$ cat src/rtl/mix_cols_iter_if.sv
// Handshake bundle for mix_cols_iter: a state in from ShiftRows, a transformed state out to AddRoundKey.
interface mix_cols_iter_if;
  localparam int unsigned STATE_W = 128;

  logic               in_valid_i;
  logic               in_ready_o;
  logic [STATE_W-1:0] state_i;
  logic               mode_i;
  logic               out_valid_o;
  logic               out_ready_i;
  logic [STATE_W-1:0] state_o;
  logic               busy_o;

  modport slave (
    input  in_valid_i, state_i, mode_i, out_ready_i,
    output in_ready_o, out_valid_o, state_o, busy_o
  );

  modport master (
    output in_valid_i, state_i, mode_i, out_ready_i,
    input  in_ready_o, out_valid_o, state_o, busy_o
  );
endinterface

$ cat src/rtl/mix_cols_iter.sv
// Iterative AES-128 MixColumns engine transforming LANES columns per clock.
// Define MIX_COLS_INV_EN to build the InvMixColumns network and honour mode_i per block.
module mix_cols_iter #(
  parameter int unsigned LANES = 4
) (
  input  logic           clk,
  input  logic           rst,
  mix_cols_iter_if.slave bus
);
  localparam int unsigned NCOL    = 4;
  localparam int unsigned COL_W   = 32;
  localparam int unsigned STATE_W = NCOL * COL_W;
  localparam int unsigned CNT_W   = 2;

  localparam logic [1:0] IDLE = 2'd0;
  localparam logic [1:0] BUSY = 2'd1;
  localparam logic [1:0] DONE = 2'd2;

  if (!(LANES == 1 || LANES == 2 || LANES == 4)) begin : g_lanes_chk
    $error("mix_cols_iter: LANES must be 1, 2 or 4");
  end

  logic [1:0]         state_q, state_d;
  logic [CNT_W-1:0]   cnt_q, cnt_d;
  logic [STATE_W-1:0] work_q, work_d;
  logic               rdy_q, rdy_d;
  logic               vld_q, vld_d;
  logic               busy_q, busy_d;
  logic [STATE_W-1:0] work_upd;
  logic [COL_W-1:0]   cols_upd [NCOL];
  logic [CNT_W-1:0]   col_idx;

`ifdef MIX_COLS_INV_EN
  logic mode_q, mode_d;
`else
  logic unused_mode;
  assign unused_mode = bus.mode_i;
`endif

  // Multiply by x in GF(2^8) mod x^8+x^4+x^3+x+1.
  function automatic logic [7:0] xt(input logic [7:0] b);
    return {b[6:0], 1'b0} ^ (b[7] ? 8'h1b : 8'h00);
  endfunction

  function automatic logic [COL_W-1:0] mix_fwd(input logic [COL_W-1:0] c);
    logic [7:0] b0, b1, b2, b3;
    {b0, b1, b2, b3} = c;
    return {xt(b0) ^ xt(b1) ^ b1 ^ b2 ^ b3,
            b0 ^ xt(b1) ^ xt(b2) ^ b2 ^ b3,
            b0 ^ b1 ^ xt(b2) ^ xt(b3) ^ b3,
            xt(b0) ^ b0 ^ b1 ^ b2 ^ xt(b3)};
  endfunction

`ifdef MIX_COLS_INV_EN
  // 09/0B/0D/0E products share the x2/x4/x8 chain of each byte.
  function automatic logic [COL_W-1:0] mix_inv(input logic [COL_W-1:0] c);
    logic [7:0] b  [4];
    logic [7:0] x2 [4];
    logic [7:0] x4 [4];
    logic [7:0] x8 [4];
    logic [7:0] m9 [4];
    logic [7:0] mb [4];
    logic [7:0] md [4];
    logic [7:0] me [4];
    logic [COL_W-1:0] r;
    r = '0;
    for (int i = 0; i < 4; i++) begin
      b[i]  = c[31-8*i -: 8];
      x2[i] = xt(b[i]);
      x4[i] = xt(x2[i]);
      x8[i] = xt(x4[i]);
      m9[i] = x8[i] ^ b[i];
      mb[i] = x8[i] ^ x2[i] ^ b[i];
      md[i] = x8[i] ^ x4[i] ^ b[i];
      me[i] = x8[i] ^ x4[i] ^ x2[i];
    end
    for (int i = 0; i < 4; i++) begin
      r[31-8*i -: 8] = me[i] ^ mb[(i+1)%4] ^ md[(i+2)%4] ^ m9[(i+3)%4];
    end
    return r;
  endfunction
`endif

  // Transform the LANES columns starting at cnt_q; other columns pass through.
  always_comb begin
    col_idx  = cnt_q;
    work_upd = '0;
    for (int unsigned c = 0; c < NCOL; c++) begin
      cols_upd[c] = work_q[STATE_W-1-COL_W*c -: COL_W];
    end
    for (int unsigned l = 0; l < LANES; l++) begin
      col_idx = cnt_q + CNT_W'(l);
`ifdef MIX_COLS_INV_EN
      cols_upd[col_idx] = mode_q ? mix_inv(cols_upd[col_idx]) : mix_fwd(cols_upd[col_idx]);
`else
      cols_upd[col_idx] = mix_fwd(cols_upd[col_idx]);
`endif
    end
    for (int unsigned c = 0; c < NCOL; c++) begin
      work_upd[STATE_W-1-COL_W*c -: COL_W] = cols_upd[c];
    end
  end

  // Next-state and registered-output decode.
  always_comb begin
    state_d = state_q;
    cnt_d   = cnt_q;
    work_d  = work_q;
`ifdef MIX_COLS_INV_EN
    mode_d  = mode_q;
`endif
    case (state_q)
      IDLE: begin
        if (bus.in_valid_i) begin
          work_d  = bus.state_i;
          cnt_d   = '0;
          state_d = BUSY;
`ifdef MIX_COLS_INV_EN
          mode_d  = bus.mode_i;
`endif
        end
      end
      BUSY: begin
        work_d = work_upd;
        cnt_d  = cnt_q + CNT_W'(LANES);
        if (({1'b0, cnt_q} + 3'(LANES)) == 3'd4) begin
          state_d = DONE;
        end
      end
      DONE: begin
        if (bus.out_ready_i) begin
          state_d = IDLE;
        end
      end
      default: state_d = IDLE;
    endcase
    rdy_d  = (state_d == IDLE);
    vld_d  = (state_d == DONE);
    busy_d = (state_d == BUSY) || (state_d == DONE);
  end

  always_ff @(posedge clk or posedge rst) begin
    if (rst) begin
      state_q <= IDLE;
      cnt_q   <= '0;
      work_q  <= '0;
      rdy_q   <= 1'b1;
      vld_q   <= 1'b0;
      busy_q  <= 1'b0;
`ifdef MIX_COLS_INV_EN
      mode_q  <= 1'b0;
`endif
    end else begin
      state_q <= state_d;
      cnt_q   <= cnt_d;
      work_q  <= work_d;
      rdy_q   <= rdy_d;
      vld_q   <= vld_d;
      busy_q  <= busy_d;
`ifdef MIX_COLS_INV_EN
      mode_q  <= mode_d;
`endif
    end
  end

  assign bus.in_ready_o  = rdy_q;
  assign bus.out_valid_o = vld_q;
  assign bus.busy_o      = busy_q;
  assign bus.state_o     = work_q;

endmodule

$ cat src/flat_wrapper.sv
// flat-port wrapper written by rule: the top's interface ports become plain ports
module mix_cols_iter_flat 
#(
  parameter int unsigned LANES = 4
)
  (clk, rst, bus_in_valid_i, bus_state_i, bus_mode_i, bus_out_ready_i, bus_in_ready_o, bus_out_valid_o, bus_state_o, bus_busy_o);
  mix_cols_iter_if bus_i ();
  input  logic clk;
  input  logic rst;
  input wire logic [$bits(bus_i.in_valid_i)-1:0] bus_in_valid_i;
  input wire logic [$bits(bus_i.state_i)-1:0] bus_state_i;
  input wire logic [$bits(bus_i.mode_i)-1:0] bus_mode_i;
  input wire logic [$bits(bus_i.out_ready_i)-1:0] bus_out_ready_i;
  output wire logic [$bits(bus_i.in_ready_o)-1:0] bus_in_ready_o;
  output wire logic [$bits(bus_i.out_valid_o)-1:0] bus_out_valid_o;
  output wire logic [$bits(bus_i.state_o)-1:0] bus_state_o;
  output wire logic [$bits(bus_i.busy_o)-1:0] bus_busy_o;
  assign bus_i.in_valid_i = bus_in_valid_i;
  assign bus_i.state_i = bus_state_i;
  assign bus_i.mode_i = bus_mode_i;
  assign bus_i.out_ready_i = bus_out_ready_i;
  assign bus_in_ready_o = bus_i.in_ready_o;
  assign bus_out_valid_o = bus_i.out_valid_o;
  assign bus_state_o = bus_i.state_o;
  assign bus_busy_o = bus_i.busy_o;
  mix_cols_iter #(.LANES(LANES)) u_core (.clk(clk), .rst(rst), .bus(bus_i));
endmodule
$ cat config.mk
export PLATFORM = sky130hd
export DESIGN_NAME = mix_cols_iter_flat
export DESIGN_NICKNAME = d
export VERILOG_FILES = /design/src/rtl/mix_cols_iter_if.sv /design/src/rtl/mix_cols_iter.sv /design/src/flat_wrapper.sv
export SDC_FILE = /design/constraint.sdc
export NUM_CORES = 1
export LEC_CHECK = 0
export CAP_MARGIN = 15
export CORE_MARGIN = 1.5
export CORE_UTILIZATION = 34
export DETAILED_ROUTE_END_ITERATION = 8
export DONT_BUFFER_PORTS = 1
export GPL_TIMING_DRIVEN = 0
export MAX_ROUTING_LAYER = met4
export PLACE_DENSITY_LB_ADDON = 0.08
export SKIP_CTS_REPAIR_TIMING = 1
export SYNTH_ARGS = -nofsm -noshare
export SYNTH_HDL_FRONTEND = slang
export SYNTH_SLANG_ARGS = --single-unit
$ cat constraint.sdc
create_clock -name clk -period 11.4 [get_ports clk]
set_input_delay 1.14 -clock clk [delete_from_list [all_inputs] [get_ports clk]]
set_output_delay 1.14 -clock clk [all_outputs]
set_load 0.01 [all_outputs]
; Word-level counts from Yosys, hierarchy flattened
; Index checks and enable logic that the tools add are counted.
[totals]
reg_bits = 133
input_bits = 133
out_inout_bits = 131
elab_cells = 116
[classes]
n_eq_ne = 5
mux = 21
n_bitwise = 80
n_reduce_logical = 5
[ops]
columns = op, n
row1 = 8-bit bitwise XOR, 80
row2 = 128-bit case mux with 2 select lines, 1
row3 = 128-bit 2-to-1 mux, 1
row4 = 5-bit 2-to-1 mux, 16
row5 = 2-bit case mux with 3 select lines, 1
row6 = 2-bit by 1-bit equality test with 1-bit output (second input constant), 2
row7 = 2-bit equality test (second input constant), 2
row8 = 2-bit zero test, 2
row9 = 2-bit 2-to-1 mux, 2
row10 = 2-bit inequality test (second input constant), 1
row11 = 2-bit AND reduction, 1
row12 = 2-bit nonzero test, 1
row13 = 1-bit logical OR, 1

; Logic depth before layout (Yosys ltp)
[logic_depth]
depth_word = 7
ltp_mapped = 8
mapped_depth_nobuf = 5

; Worst setup path after synthesis
; No wires, ideal clock.
[synth_timing]
kind = input -> register
startpoint = input bus_in_valid_i
endpoint = register u_core.work_q[89], in the netlist u_core.bus.state_o[89]
setup_time_ps = 132
arrival_ps = 2057
required_time_ps = 11268
setup_slack_ps = 9211
cell_stages = 6
path_buffers = 2
cell_sequence = buf_2 nor2_1 nor2_4 buf_2 mux2i_1 o21ai_1
[synth_between]
elab_chain_cells = 2
[synth_rtl]
columns = element, line_no
row1 = from (decl), flat_wrapper.sv:10  ; input wire logic [$bits(bus_i.in_valid_i)-1:0] bus_in_valid_i;
row2 = 2-bit inequality test (no source line), --
row3 = 2-bit AND reduction (no source line), --
row4 = to (signal assigned), mix_cols_iter.sv:156  ; work_q <= work_d;
row5 = to (decl), mix_cols_iter.sv:25  ; logic [STATE_W-1:0] work_q, work_d;
; Every way passes these cells.
; A chain may end at the register's enable or synchronous reset.

; Worst setup path after layout
[layout_timing]
startpoint = register u_core.state_q[1]
endpoint = register u_core.busy_q, in the netlist u_core.bus.busy_o
[layout_between]
elab_chain_cells = 4
elab_cells_between_ends = 9
classes_between = eq/ne: 4 / mux: 3 / reduce/logical: 2
[layout_rtl]
columns = element, line_no
row1 = from (decl), mix_cols_iter.sv:23  ; logic [1:0] state_q, state_d;
row2 = from (signal assigned), mix_cols_iter.sv:154  ; state_q <= state_d;
row3 = "2-bit equality test, or another cell as far along", mix_cols_iter.sv:112  ; case (state_q)
row4 = 2-bit case mux with 3 select lines *, mix_cols_iter.sv:112
row5 = 2-bit by 1-bit equality test with 1-bit output / 2-bit equality test (equally long branches), mix_cols_iter.sv:139  ; busy_d = (state_d == BUSY) || (state_d == DONE);
row6 = 1-bit logical OR *, mix_cols_iter.sv:139
row7 = net u_core.busy_d, mix_cols_iter.sv:28  ; logic busy_q, busy_d;
row8 = to (signal assigned), mix_cols_iter.sv:159  ; busy_q <= busy_d;
row9 = to (decl), mix_cols_iter.sv:28
; Mark *: on every way through the listed nets, which the timed path passes. The rest lies on a longest branch.

==> results by stage <==
Yosys:
- Counting every instance in the synthesized netlist gives 1120.
- Counting flops with a built-in enable in the synthesized netlist gives 0.
- The post-synthesis sequential element count is 133.
- After synthesis, the share of flip-flops with an asynchronous set or reset is 1.00.
- The synthesized netlist occupies a cell area of 0.0103 mm^2.
- The synthesized design spends more area on one cell type than any other, namely sky130_fd_sc_hd__dfrtp_1.
- After synthesis, the mean cell area works out to 9.19 um^2.
- The fraction of post-synthesis cell area in the top cell type by area is 0.321.
- Yosys attributes the largest share of cell area to sky130_fd_sc_hd__dfrtp_1 32%, sky130_fd_sc_hd__xnor2_1 26%, sky130_fd_sc_hd__nand2_1 7.2%, sky130_fd_sc_hd__xor2_1 6.8%, sky130_fd_sc_hd__a21oi_1 5.1%.
- The share of the Yosys chip area taken by registers is 0.323.
- The number of library cell types mapped by synthesis is 36.
- The post-synthesis net count is 1255.
- For this run, the number of Yosys warnings is 0.
- The most used flip-flop cell after synthesis is sky130_fd_sc_hd__dfrtp_1.

Critical path:
- The worst setup path is captured at a flop.
- The maximum fanout count along the critical path is 10.
- For flop-to-flop paths, the worst setup slack is 8.96 ns.
- Data on the critical path is required at its endpoint by 11.71 ns.
- Tracing the worst setup path back leads to its startpoint at u_core.state_q[1].
- The data arrival time at the worst-slack endpoint is 2.75 ns.
- The capturing point of the worst reg2reg path is u_core.bus.busy_o.
- The element type at the critical path start is a flop.
- The critical path is of the reg -> reg type.
- The worst reg-to-reg path cell count is 6.
- The startpoint of the lowest-slack register-to-register path is u_core.state_q[1].

Timing:
- Setup violations remaining at the end of the flow were counted as 0.
- Setup repair after global routing left no endpoint under its margin.
- At the pin with the least slew margin, the transition time is 0.845 ns.
- The post-route clock period utilization is 0.214.
- The number of hold violations in the final report was 0.
- Summed over all failing endpoints, the final setup total negative slack is 0 ns.
- The worst-case clock skew is 0.0156 ns.
- The fmax is 409 MHz.
- The post-route minimum period is 2.44 ns.
- The headroom to the max-slew limit is 0.436.
- The final max-slew violation count is 0.

Clocking:
- The number of clock buffers inserted by TritonCTS is 17.
- The maximum level of the CTS H-tree is 4.
- The number of clock sinks is 133.
- The clock tree from TritonCTS is built.
- The clock root buffer master is sky130_fd_sc_hd__clkbuf_16.
- The clock transition at the registers of the reported paths is 0.07 ns.
- The longest clock path from root to sink contains 2 buffers.
- At the later pin of the worst-skew pair, clock insertion delay measures 0.43 ns.

Layout:
- The final antenna diode count is 0.
- The share of the core filled with cells in the final layout is 0.386.
- At the end of the flow, the number of nets in the layout was 1275.
- The share of final-layout standard cells stronger than drive strength 1 is 0.0911.
- Compared with the post-synthesis result, the final layout area differs by 11.5%.
- Leaving out fill and tap cells, the most frequent cell in the layout is sky130_fd_sc_hd__xnor2_1.
- The library cells used most frequently in the layout, excluding fill and tap cells, are 308 x sky130_fd_sc_hd__xnor2_1, 198 x sky130_fd_sc_hd__nand2_1, 132 x sky130_fd_sc_hd__dfrtp_1.

Status:
- The flow ran to the end, and the final reports show no timing, DRC or antenna violations.

Detailed routing:
- The detailed-router iteration count before antenna repair is 5.
- Using the TritonRoute via totals, the vias-per-cell ratio works out to 5.01.
- The post-detailed-route count of antenna-violating nets is 0.
- In this run, the number of DRC markers left after iteration 0 of detailed routing was 446.
- For this run, design rule violations remaining after detail routing come to 0.
- The final routed wire length divided by cell count is 23.6 um.
- The total number of vias is 7737.
- The total length of routed wires is 36400 um.

GRT:
- The initial antenna violation count came to 0.
- The number of global-route vias before repair came to 8057.
- The overall track demand over capacity in global routing is 0.244.
- The first global-routing pass estimated 54300 um of wire.
- Entering global routing, the biggest net connects 107 pins.
- The leftover overflow at the end of global routing is 0.

Place:
- Routability-driven placement finished with a final weighted congestion of 0.811.
- The count of buffers added on input and output ports is 0.
- The detailed placement HPWL is 26700 um.

Die:
- The starting utilization of the core area is 0.346.
- In this run the core area contains 63 standard-cell rows.
- The count of boundary I/O pins is 264.
- The vertical die dimension is 177 um.
- The area of the die is 0.0313 mm^2.
- The core region is 0.0297 mm^2.
- The horizontal die dimension is 177 um.

Run:
- The max-capacitance violation count is 0.

Min path:
- In this run the worst hold path is classified as in -> async.
layer usage:
metal,share of wire,vias up,GRT usage
met2,0.47,226,0.388
met3,0.065,14,0.0593
met5,0,-,-
met4,0.0059,0,0.0388
met1,0.46,3811,0.318
li1,-,3686,-
critical path, stage by stage (launching register included):
cell and delay, ns:
sky130_fd_sc_hd__dfrtp_1 0.31, sky130_fd_sc_hd__buf_2 0.22, sky130_fd_sc_hd__nand2b_1 0.22, sky130_fd_sc_hd__clkbuf_1 0.53, sky130_fd_sc_hd__buf_2 0.44, sky130_fd_sc_hd__o21a_1 0.33
sky130_fd_sc_hd__ha_1 0.28
how the worst max path moves through the flow:
stage | end | slack [ns] | cells after the start
6_report | u_core.bus.busy_o | 8.96 | 6
5_1_grt | u_core.bus.state_o[63] | 8.82 | 6
4_1_cts | u_core.bus.busy_o | 8.92 | 6
3_5_place_dp | u_core.bus.state_o[66] | 8.48 | 5
3_3_place_gp | u_core.bus.state_o[6] | 4.30 | 1
2_1_floorplan | u_core.bus.busy_o | 6.71 | 1
stage by stage:
| step | cells | area (um^2) | hold WS, ns | setup slack [ns] |
|---|---|---|---|---|
| floorplan | 1120 | 10300 | 0.623 | 6.71 |
| global placement | 1510 | 10800 | 0.694 | 4.30 |
| detailed placement | 1511 | 10800 | 0.710 | 8.48 |
| CTS | 1543 | 11500 | 0.507 | 8.92 |
| global route | 1543 | 11500 | 0.509 | 8.82 |
| finish | 1543 | 11500 | 0.510 | 8.96 |
state kept, by name (all words and copies together), names as in the netlist:
signal                  count
u_core.bus.state_o        128
u_core.bus.busy_o           1
u_core.bus.out_valid_o      1
u_core.bus.in_ready_o       1
u_core.state_q              2
kinds of logic after synthesis:
group                      after synthesis  share of synthesized area
AOI/OAI and AO/OA                      189                      0.108
muxes                                    8                    0.00802
adders and majority gates                2                    0.00243
DFF                                    133                      0.323
buffers and inverters                   85                     0.0399
and+or+nand+nor                        280                      0.119
xor gates and xnor gates               423                      0.399
cell usage after synthesis (11+ instances only):
cell / instances
sky130_fd_sc_hd__a31oi_1: 12
sky130_fd_sc_hd__and3_1: 53
sky130_fd_sc_hd__clkbuf_1: 26
sky130_fd_sc_hd__a21o_1: 31
sky130_fd_sc_hd__o22ai_1: 20
sky130_fd_sc_hd__xnor2_1: 308
sky130_fd_sc_hd__xnor2_2: 12
sky130_fd_sc_hd__nor2_1: 13
sky130_fd_sc_hd__dfrtp_1: 132
sky130_fd_sc_hd__xnor3_1: 14
sky130_fd_sc_hd__xor2_1: 80
sky130_fd_sc_hd__buf_4: 11
sky130_fd_sc_hd__a21oi_1: 105
sky130_fd_sc_hd__buf_2: 34
sky130_fd_sc_hd__nand2_1: 198
area by class of cell:
type	instances	area [um^2]
Fill cell	3094	18200
Multi-Input combinational cell	902	6560
Buffer	79	388
Tap cell	390	488
Inverter	6	30.0
Clock inverter	12	201
Sequential cell	133	3330
Timing Repair Buffer	1	27.5
Clock buffer	20	457
Power is left out: the tool's default activity adds up to more than one toggle a clock period on the data nets, which glitch-free logic cannot reach.
